$ cat config.mk
export PLATFORM = sky130hd
export DESIGN_NAME = ttt_packet_frontend
export DESIGN_NICKNAME = d
export VERILOG_FILES = /design/src/rtl/ttt_pkg.sv /design/src/rtl/ttt_event_fifo.sv /design/src/rtl/ttt_packet_frontend.sv
export SDC_FILE = /design/constraint.sdc
export NUM_CORES = 1
export LEC_CHECK = 0
export CAP_MARGIN = 10
export CORE_MARGIN = 1.5
export CORE_UTILIZATION = 49
export CTS_BUF_LIST = sky130_fd_sc_hd__clkbuf_4
export CTS_CLUSTER_SIZE = 25
export DETAILED_ROUTE_END_ITERATION = 8
export PLACE_DENSITY = 0.87
export SLEW_MARGIN = 25
export SYNTH_ARGS = -nofsm -noshare
export SYNTH_HDL_FRONTEND = slang
export SYNTH_HIERARCHICAL = 1
export SYNTH_SLANG_ARGS = --single-unit
$ cat constraint.sdc
create_clock -name clk -period 3.6 [get_ports clk]
set_clock_uncertainty 0.1 [all_clocks]
set_input_delay 0.36 -clock clk [delete_from_list [all_inputs] [get_ports clk]]
set_output_delay 0.36 -clock clk [all_outputs]
set_load 0.005 [all_outputs]
$ cat src/rtl/ttt_pkg.sv
// Shared types for the tick-tock-tokens packet front end.
package ttt_pkg;

  localparam int unsigned PKT_W      = 16;
  localparam int unsigned EVT_PROC_W = 4;

  typedef enum logic [3:0] {
    OP_NOP          = 4'b0000,
    OP_INPUT        = 4'b0001,
    OP_ADVANCE      = 4'b0010,
    OP_PROG_DUR     = 4'b1001,
    OP_PROG_GOOD_TH = 4'b1010,
    OP_PROG_BAD_TH  = 4'b1011,
    OP_NET_GOOD     = 4'b1100,
    OP_NET_BAD      = 4'b1101,
    OP_NET_INDPTR   = 4'b1110,
    OP_NET_INDICES  = 4'b1111
  } opcode_e;

  typedef enum logic {
    COLLECT = 1'b0,
    PRESENT = 1'b1
  } fe_state_t;

  // One buffered core fire event; proc is sized to the 4-bit out_data field.
  typedef struct packed {
    logic [EVT_PROC_W-1:0] proc;
    logic [1:0]            startstop;
  } evt_t;

  // Opcodes 0011, 01xx and 1000 have no meaning in the core.
  function automatic logic is_reserved_op(input logic [3:0] op);
    return (op == 4'b0011) || (op[3:2] == 2'b01) || (op == 4'b1000);
  endfunction

endpackage

$ cat src/rtl/ttt_event_fifo.sv
// Small synchronous FIFO for core fire events; drops pushes when full.
module ttt_event_fifo #(
  parameter int unsigned DEPTH = 4,
  parameter int unsigned WIDTH = 6
) (
  input  logic             clk,
  input  logic             rst_n,
  input  logic             push_i,
  input  logic [WIDTH-1:0] din_i,
  input  logic             pop_i,
  output logic [WIDTH-1:0] dout_o,
  output logic             full_o,
  output logic             empty_o,
  output logic             overflow_c
);

  localparam int unsigned PTR_W = (DEPTH > 1) ? $clog2(DEPTH) : 1;
  localparam int unsigned CNT_W = $clog2(DEPTH + 1);

  logic [WIDTH-1:0] mem_q [DEPTH];
  logic [PTR_W-1:0] wr_ptr_q;
  logic [PTR_W-1:0] rd_ptr_q;
  logic [CNT_W-1:0] cnt_q;
  logic             do_push;
  logic             do_pop;

  // A pop frees the head slot in the same edge, so full+push+pop is legal.
  assign full_o     = (cnt_q == CNT_W'(DEPTH));
  assign empty_o    = (cnt_q == '0);
  assign do_pop     = pop_i && !empty_o;
  assign do_push    = push_i && (!full_o || do_pop);
  assign overflow_c = push_i && full_o && !do_pop;
  assign dout_o     = mem_q[rd_ptr_q];

  // Storage, power-of-two pointers wrap naturally, occupancy counter.
  always_ff @(posedge clk) begin
    if (!rst_n) begin
      wr_ptr_q <= '0;
      rd_ptr_q <= '0;
      cnt_q    <= '0;
      for (int i = 0; i < int'(DEPTH); i++) begin
        mem_q[i] <= '0;
      end
    end else begin
      if (do_push) begin
        mem_q[wr_ptr_q] <= din_i;
        wr_ptr_q        <= wr_ptr_q + 1'b1;
      end
      if (do_pop) begin
        rd_ptr_q <= rd_ptr_q + 1'b1;
      end
      case ({do_push, do_pop})
        2'b10:   cnt_q <= cnt_q + 1'b1;
        2'b01:   cnt_q <= cnt_q - 1'b1;
        default: cnt_q <= cnt_q;
      endcase
    end
  end

endmodule

$ cat src/rtl/ttt_packet_frontend.sv
// Beat-serial instruction packet assembler/decoder plus fire-event buffer.
// Optional build macro TTT_FE_CHECKSUM_EN adds a trailing XOR checksum beat.
module ttt_packet_frontend
  import ttt_pkg::*;
#(
  parameter  int unsigned NUM_PROCESSORS  = 16,
  parameter  int unsigned NUM_CONNECTIONS = 256,
  parameter  int unsigned NEW_TOKEN_BITS  = 4,
  parameter  int unsigned TOKEN_BITS      = 8,
  parameter  int unsigned DURATION_BITS   = 8,
  parameter  int unsigned IN_WIDTH        = 4,
  parameter  int unsigned EVT_DEPTH       = 4,
  localparam int unsigned PROC_W          = $clog2(NUM_PROCESSORS),
  localparam int unsigned CONN_W          = $clog2(NUM_CONNECTIONS)
) (
  input  logic                      clk,
  input  logic                      rst_n,
  input  logic [IN_WIDTH-1:0]       in_data,
  input  logic                      in_sop,
  input  logic                      in_valid,
  output logic                      in_ready,
  output logic                      instr_valid,
  input  logic                      instr_ready,
  output logic [3:0]                instruction,
  output logic [PROC_W-1:0]         processor_id,
  output logic [NEW_TOKEN_BITS-1:0] good_tokens,
  output logic [NEW_TOKEN_BITS-1:0] bad_tokens,
  output logic [NEW_TOKEN_BITS-1:0] prog_tokens,
  output logic [CONN_W-1:0]         connection_id,
  output logic [7:0]                prog_value,
  input  logic                      evt_valid,
  input  logic [PROC_W-1:0]         evt_proc,
  input  logic [1:0]                evt_startstop,
  input  logic [1:0]                stage,
  output logic [7:0]                out_data,
  output logic                      out_valid,
  input  logic                      out_ready,
  output logic [2:0]                status
);

  localparam int unsigned BEATS = PKT_W / IN_WIDTH;
`ifdef TTT_FE_CHECKSUM_EN
  localparam int unsigned BEATS_TOTAL = BEATS + 1;
`else
  localparam int unsigned BEATS_TOTAL = BEATS;
`endif
  localparam int unsigned CNT_W  = $clog2(BEATS_TOTAL + 1);
  localparam int unsigned PROG_W = (TOKEN_BITS > DURATION_BITS) ? TOKEN_BITS : DURATION_BITS;

  fe_state_t         state_q;
  logic [CNT_W-1:0]  beat_cnt_q;
  logic [PKT_W-1:0]  pkt_q;
  logic [PKT_W-1:0]  instr_q;
  logic              in_ready_q;
  logic              instr_valid_q;
  logic              frame_err_q;
  logic              bad_op_q;
  logic              evt_ovf_q;

  logic              beat_take;
  logic [CNT_W-1:0]  beat_idx;
  logic [PKT_W-1:0]  pkt_nxt;
`ifdef TTT_FE_CHECKSUM_EN
  logic [IN_WIDTH-1:0] csum_q;
  logic [IN_WIDTH-1:0] csum_nxt;
`endif

  // Position of the incoming beat and the packet as it would look after it.
  always_comb begin
    beat_take = in_valid && in_ready_q && (in_sop || (beat_cnt_q != '0));
    beat_idx  = in_sop ? '0 : beat_cnt_q;
    pkt_nxt   = in_sop ? PKT_W'(in_data) : ((pkt_q << IN_WIDTH) | PKT_W'(in_data));
`ifdef TTT_FE_CHECKSUM_EN
    csum_nxt  = in_sop ? in_data : (csum_q ^ in_data);
`endif
  end

  // Collect/present FSM with registered handshake outputs and frame flags.
  always_ff @(posedge clk) begin
    if (!rst_n) begin
      state_q       <= COLLECT;
      beat_cnt_q    <= '0;
      pkt_q         <= '0;
      instr_q       <= '0;
      in_ready_q    <= 1'b1;
      instr_valid_q <= 1'b0;
      frame_err_q   <= 1'b0;
      bad_op_q      <= 1'b0;
`ifdef TTT_FE_CHECKSUM_EN
      csum_q        <= '0;
`endif
    end else begin
      case (state_q)
        COLLECT: begin
          // A new sop abandons a partial packet; a headless beat is dropped.
          if (in_valid && in_sop && (beat_cnt_q != '0)) begin
            frame_err_q <= 1'b1;
          end
          if (in_valid && !in_sop && (beat_cnt_q == '0)) begin
            frame_err_q <= 1'b1;
          end
          if (beat_take) begin
            if (beat_idx == CNT_W'(BEATS_TOTAL - 1)) begin
              beat_cnt_q <= '0;
`ifdef TTT_FE_CHECKSUM_EN
              if (in_data != csum_q) begin
                frame_err_q <= 1'b1;
              end else if (is_reserved_op(pkt_q[15:12])) begin
                bad_op_q <= 1'b1;
              end else begin
                instr_q       <= pkt_q;
                state_q       <= PRESENT;
                in_ready_q    <= 1'b0;
                instr_valid_q <= 1'b1;
              end
`else
              if (is_reserved_op(pkt_nxt[15:12])) begin
                bad_op_q <= 1'b1;
              end else begin
                instr_q       <= pkt_nxt;
                state_q       <= PRESENT;
                in_ready_q    <= 1'b0;
                instr_valid_q <= 1'b1;
              end
`endif
            end else begin
              beat_cnt_q <= CNT_W'(beat_idx + 1'b1);
              pkt_q      <= pkt_nxt;
`ifdef TTT_FE_CHECKSUM_EN
              csum_q     <= csum_nxt;
`endif
            end
          end
        end
        PRESENT: begin
          if (instr_ready) begin
            state_q       <= COLLECT;
            in_ready_q    <= 1'b1;
            instr_valid_q <= 1'b0;
          end
        end
        default: begin
          state_q       <= COLLECT;
          in_ready_q    <= 1'b1;
          instr_valid_q <= 1'b0;
        end
      endcase
    end
  end

  // Field buses decode straight from the held packet register.
  assign in_ready      = in_ready_q;
  assign instr_valid   = instr_valid_q;
  assign instruction   = instr_q[15:12];
  assign processor_id  = PROC_W'(instr_q[11:8]);
  assign good_tokens   = NEW_TOKEN_BITS'(instr_q[7:4]);
  assign bad_tokens    = NEW_TOKEN_BITS'(instr_q[3:0]);
  assign prog_tokens   = NEW_TOKEN_BITS'(instr_q[11:8]);
  assign connection_id = CONN_W'(instr_q[7:0]);
  // Program value limited to the widest of the threshold/duration fields.
  assign prog_value    = 8'(PROG_W'(instr_q[7:0]));

  evt_t evt_in;
  evt_t evt_head;
  logic fifo_full;
  logic fifo_empty;
  logic fifo_pop;
  logic fifo_ovf_c;

  // Pack the incoming event into the buffered payload.
  always_comb begin
    evt_in.proc      = EVT_PROC_W'(evt_proc);
    evt_in.startstop = evt_startstop;
  end

  assign fifo_pop = out_valid && out_ready;

  ttt_event_fifo #(
    .DEPTH (EVT_DEPTH),
    .WIDTH ($bits(evt_t))
  ) u_evt_fifo (
    .clk        (clk),
    .rst_n      (rst_n),
    .push_i     (evt_valid),
    .din_i      (evt_in),
    .pop_i      (fifo_pop),
    .dout_o     (evt_head),
    .full_o     (fifo_full),
    .empty_o    (fifo_empty),
    .overflow_c (fifo_ovf_c)
  );

  // Sticky overflow flag: an event arrived with no room and no pop.
  always_ff @(posedge clk) begin
    if (!rst_n) begin
      evt_ovf_q <= 1'b0;
    end else if (fifo_ovf_c && fifo_full) begin
      evt_ovf_q <= 1'b1;
    end
  end

  assign out_valid = !fifo_empty;
  assign out_data  = {4'(evt_head.proc), evt_head.startstop, stage};
  assign status    = {evt_ovf_q, bad_op_q, frame_err_q};

endmodule

======== Yosys cells after proc, flatten, opt, wreduce, memory -nomap -nowiden ========
Memory sizes are Yosys's and may differ from the RTL's. A register that Yosys moved wholly into a read port is not among the register bits.
Cells that the tools add are included.
operators by class
  add/subtract/negate cells ............... 5
  equality and inequality tests ........... 11
  multiplexer cells ....................... 30
  reductions and logical operators ........ 32
  bitwise logic cells ..................... 4
operator list
  cell                                            number
  two-way mux 1 bit                               19
  two-way mux 16 bit                              1
  OR 16 x 4 -> 16 bit                             1
  logical AND 1 bit                               12
  AND reduction 4 bit                             3
  inequality test 2 bit (second input constant)   4
  adder 3 x 1 -> 3 bit (second input constant)    2
  logical NOT 3 bit                               2
  two-way mux 2 bit                               3
  two-way mux 3 bit                               2
  two-way mux 6 bit                               1
  case mux 1 bit (2 select lines)                 3
  case mux 3 bit (2 select lines)                 1
  OR reduction 6 bit                              1
  adder 2 x 1 -> 2 bit (second input constant)    2
  == test 2 x 1 -> 1 bit (second input constant)  2
  == test 4 x 2 -> 1 bit (second input constant)  1
  == test 4 bit (second input constant)           1
  logical NOT 1 bit                               4
  logical OR 1 bit                                4
  AND reduction 2 bit                             2
  nonzero test 2 bit                              2
  == test 3 x 2 -> 1 bit (second input constant)  1
  == test 3 bit (second input constant)           1
  other kinds (5)                                 7
word-level totals
  RAM bits ................................ 24
  output and inout bits ................... 50
  memories ................................ 1
  register bits after elaboration ......... 44
  logic and storage cells ................. 95
  bits of input ports ..................... 19
memory list
  name              depth  bits a word  rd ports  clocked after memory_dff  wr ports  RTL line              source
  u_evt_fifo.mem_q  4      6            1         1                         4         ttt_event_fifo.sv:20  logic [WIDTH-1:0] mem_q [DEPTH];

======== Longest topological paths before layout ========
  depth after elaboration ................. 11
  gate-level depth with buffers ........... 10
  depth with buffers taken out ............ 8

======== Hierarchy ========
The synthesis kept the hierarchy.
by module, submodules not included
  module               sequential area each (um^2)  area each (um^2)  cells each  times used
  ttt_packet_frontend  740.7                        1819.2            198         1
  ttt_event_fifo       900.9                        1589.0            126         1

======== Least setup slack after synthesis ========
OpenSTA, ideal clock, no wires.
  path kind ............................... reg2reg
  start point ............................. reg u_evt_fifo.cnt_q[0]
  end point ............................... reg u_evt_fifo.cnt_q[1]
  stages on the path, launching flop included .. 11
  library setup time ...................... 95 ps
  path slack .............................. 1143 ps
  arrival ................................. 2262 ps
  clock period less this slack ............ 2457 ps
  path through ............................ dfxtp_1 > buf_2 > nor3_1 > nor2b_1 > buf_2 > o31ai_1 > nand2b_1 > fa_1 > o21ba_2 > o211ai_1 > a221oi_1
on the way
  longest elaborated chain between the ends .. 8
  elaborated cells on any way between the ends .. 14
  classes of those cells .................. add/sub (2); eq/ne (3); mux (1); reduce/logical (8)
ends and longest elaborated chain
  element                                                                RTL line                    source
  from (decl)                                                            ttt_event_fifo.sv:23        logic [CNT_W-1:0] cnt_q;
  from (signal assigned)                                                 ttt_event_fifo.sv:53        2'b10: cnt_q <= cnt_q + 1'b1;
  from (signal assigned)                                                 ttt_event_fifo.sv:54        2'b01: cnt_q <= cnt_q - 1'b1;
  from (signal assigned)                                                 ttt_event_fifo.sv:55        default: cnt_q <= cnt_q;
  logical NOT 3 bit *                                                    ttt_event_fifo.sv:29        assign empty_o = (cnt_q == '0);
  via fifo_empty                                                         ttt_packet_frontend.sv:166  logic fifo_empty;
  logical NOT 1 bit *                                                    ttt_packet_frontend.sv:202  assign out_valid = !fifo_empty;
  logical AND 1 bit *                                                    ttt_packet_frontend.sv:176  assign fifo_pop = out_valid && out_ready;
  via fifo_pop                                                           ttt_packet_frontend.sv:167  logic fifo_pop;
  logical AND 1 bit *                                                    ttt_event_fifo.sv:30        assign do_pop = pop_i && !empty_o;
  logical OR 1 bit                                                       ttt_event_fifo.sv:31        assign do_push = push_i && (!full_o || do_pop);
  logical AND 1 bit                                                      ttt_event_fifo.sv:31
  == test 2 x 1 -> 1 bit or == test 2 bit (tied branches)                ttt_event_fifo.sv:52        case ({do_push, do_pop})
  case mux 3 bit (2 select lines) or nonzero test 2 bit (tied branches)  --
The timed path passes the listed nets; every way through them passes the cells marked *.
A chain may end at the register's enable or synchronous reset.

======== Worst setup path after layout ========
Same ends and word-level chain as after synthesis.

==> impl_metrics.csv <==
group,metric,value,unit
timing,relSlewSlack,44.8,%
global_route,grt_pass1_wl,10900,um
timing,hold-worst-slack,0.375,ns
job,cap_violations,0,
worst_setup_path,rr_startpoint,"u_evt_fifo/cnt_q[0]",
worst_setup_path,criticalPathCategory,"reg2reg",
clock_network,ctsHtreeMaxLevel,3,
clock_network,clk_path_buf_depth,2,
clock_network,cts_made_buffers,9,
run_status,status,"finished, final reports clean",
synthesis,synth_ff_type,"dfxtp_1",
timing,tightest_slew,0.821,ns
die,rows,30,
worst_setup_path,startpoint,"u_evt_fifo/cnt_q[0]",
cells_and_area,area_growth,17.1,%
cells_and_area,multiInputGateArea,1440,um2
clock_network,post-cts-setup-buffers,0,
detailed_routing,vias,2419,
worst_setup_path,worstReg2RegEnd,"u_evt_fifo/cnt_q[1]",
worst_setup_path,cp-endpoint,"u_evt_fifo/cnt_q[1]",
detailed_routing,drtAntennaViolNets,0,
timing,slew_viol_final,0,
power_and_ir_drop,clockPowerShare,29.1,%
die,die_y,86.4,um
timing,max_clock_freq,397,MHz
cells_and_area,n_fill_cell,556,
synthesis,yosys.area.top_type,"dfxtp_1",
die,core-area,6760,um2
synthesis,synthesis.area,3410,um2
clock_network,clk_latency,0.39,ns
power_and_ir_drop,intPower,1070,uW
timing,setup_tns,0,ns
global_route,grtUsageTotal,18.8,%
cells_and_area,drive_above_1_share,10.1,%
die,initial_core_util,50.4,%
cells_and_area,diodes,0,
power_and_ir_drop,power_density,358,nW/um2
worst_setup_path,cp-start-kind,"register",
die,ios,69,
clock_network,cts.sinks,70,
power_and_ir_drop,ir_drop,0.188,mV
synthesis,synth.top_cell.area_share,27.0,%
global_route,grt_max_degree,46,
worst_setup_path,critPathMaxFanout,12,
worst_setup_path,endpoint_kind,"register",
clock_network,cts.hold.buffers_added,0,
power_and_ir_drop,p_leak,0.00140,uW
synthesis,synth-seq-cells,70,
detailed_routing,via_per_inst,5.42,
clock_network,cts_tree,"done",
timing,setup_viol,0,
cells_and_area,register_area,1640,um2
synthesis,syn-num-nets,345,
cells_and_area,stdcell_area,3990,um2
power_and_ir_drop,power_frac_seq,60.4,%
place,io_buffers,64,
global_route,grt-ovfl-total,0,
detailed_routing,totalWireLength,6680,um
clock_network,cts_root_buf,"clkbuf_4",
clock_network,post_cts_resized,0,
detailed_routing,drc,0,
synthesis,synth-edff-count,24,
synthesis,synthTopCellsByArea,"dfxtp_1 27%, edfxtp_1 21%, nand2_1 6.2%",
timing,hold_violations,0,
place,hpwl,4620,um
synthesis,synth.distinct_cells,56,
die,fp.dieW,86.4,um
timing,min_period,2.52,ns
worst_setup_path,r2r_slack,1.08,ns
global_route,antenna_found_initial,0,
place,gp_congestion,0.797,
worst_setup_path,required,3.80,ns
place,post_dp_cell_area,3880,um2
power_and_ir_drop,power.switching,358,uW
power_and_ir_drop,pwr-share-comb,10.5,%
timing,post-route-period-util,69.9,%
synthesis,synthCells,324,
cells_and_area,final_net_count,382,
worst_hold_path,hp-class,"reg2reg",
global_route,grt_pass1_vias,2380,
synthesis,synth-async-reset-ratio,0,%
worst_setup_path,cp_data_arrival_time,2.72,ns
detailed_routing,drt_iter0_drc,174,
clock_network,clk_pin_slew,0.11,ns
synthesis,syn_avg_cell_area,10.5,um2
detailed_routing,wire_per_inst,15.0,um
power_and_ir_drop,sw_frac_of_total,25.1,%
timing,grt_setup_unrepaired,"no",
detailed_routing,dr.pass1.iters,4,
worst_setup_path,ff2ff_path_depth,9,
die,fp.dieArea,7460,um2
synthesis,ys_warn_count,6,
synthesis,yosysSeqAreaShare,48.2,%
[registers in the layout, indices dropped and copies added (netlist names), named ones only]
| register | count |
|---|---|
| u_evt_fifo/wr_ptr_q | 2 |
| in_ready | 1 |
| instr_q | 16 |
| u_evt_fifo/mem_q | 24 |
| instr_valid | 1 |
| state_q | 1 |
| evt_ovf_q | 1 |
| beat_cnt_q | 3 |
| frame_err_q | 1 |
| bad_op_q | 1 |
| u_evt_fifo/rd_ptr_q | 2 |
| u_evt_fifo/cnt_q | 3 |
| pkt_q | 12 |
[worst min path at each step]
stage                            from          end  slack (ns)  cells after the start
after floorplan           frame_err_q  frame_err_q        0.34                      1
after global placement    instr_q[13]  instr_q[13]        0.34                      2
after detailed placement  instr_q[13]  instr_q[13]        0.35                      2
after CTS                 instr_q[13]  instr_q[13]        0.37                      2
after global routing      instr_q[13]  instr_q[13]        0.39                      2
final                     instr_q[13]  instr_q[13]        0.37                      2
[synth_stat cells, drive strengths merged, types with 3 or more instances]
cell / count
o211ai: 3
mux4: 6
a21boi: 13
buf: 34
mux2i: 16
nor4: 4
nor2b: 8
clkbuf: 8
o31ai: 3
xor2: 4
and3: 6
edfxtp: 24
dfxtp: 46
and2: 20
nor2: 11
nand3b: 11
nand2b: 5
a21oi: 5
o21ai: 3
or3: 3
inv: 6
o21a: 3
nand2: 56
[worst max-delay path, cell delays in order, from the launching register on]
cell and delay [ns]:
dfxtp_1 0.55, nor3_1 0.12, nor2b_1 0.12, buf_4 0.19, o31ai_1 0.11, nand2b_1 0.17
fa_1 0.46, o21ba_2 0.24, o211ai_1 0.07, a221oi_1 0.29
[stage by stage]
| step | setup slack, ns | util, % | instances | power [uW] |
|---|---|---|---|---|
| after floorplan | 1.14 | - | 324 | 969 |
| after global placement | 0.922 | 57.5 | 430 | 1020 |
| after detailed placement | 0.756 | 57.5 | 430 | 1030 |
| after CTS | 1.06 | 59.1 | 446 | 1430 |
| after global routing | 0.896 | 59.1 | 446 | 1490 |
| final | 1.08 | 59.1 | 446 | 1430 |
[power by group through the flow]
stage          combinational [uW]  sequential (uW)  clock, uW
6_report                      149              863        416
5_1_grt                       162              867        465
4_1_cts                       149              863        423
3_5_place_dp                  148              881          0
3_3_place_gp                  144              878          0
2_1_floorplan                99.2              870          0
[layout by cell type, fill, tap and decap left out, types with 4 or more instances in the layout]
cell type        synthesis  routed
and2_1                  20      20
buf_4                   25       5
nand3b_1                10      10
edfxtp_1                24      24
and3_1                   6       6
nor2_1                  11      11
inv_1                    6       6
xor2_1                   4       4
dfxtp_1                 46      46
clkbuf_4                 0      11
mux2i_1                 16      16
a21boi_1                12      12
nand2b_1                 5       5
mux4_2                   6       6
a21oi_1                  5       5
nand2_1                 56      56
clkdlybuf4s50_1          0      64
nor2b_1                  8       8
[routing by layer]
metal | part of all wire, % | GRT usage [%] | wire length, um
met5 | 0 | 0 | 0
met4 | 2.4 | 9.97 | 163
met3 | 4.0 | 2.76 | 265
met2 | 48 | 30.1 | 3210
met1 | 45 | 24.7 | 3040
[final cells by class]
type	count	area share, %
Sequential cell	70	41.1
Multi-Input combinational cell	205	36.1
Timing Repair Buffer	69	17.0
Tap cell	80	2.51
Clock buffer	11	2.07
Clock inverter	5	0.658
Inverter	6	0.564
[logic make-up after synthesis]
logic type	share of synthesized area (%)
AND/OR/NAND/NOR	21.4
flip-flops	48.2
buffers and inverters	9.84
AO/OA/AOI/OAI	9.95
multiplexers	8.66
XOR/XNOR	1.03
adder cells (fa/ha/maj)	0.954
(Power assumes the default switching activity.)
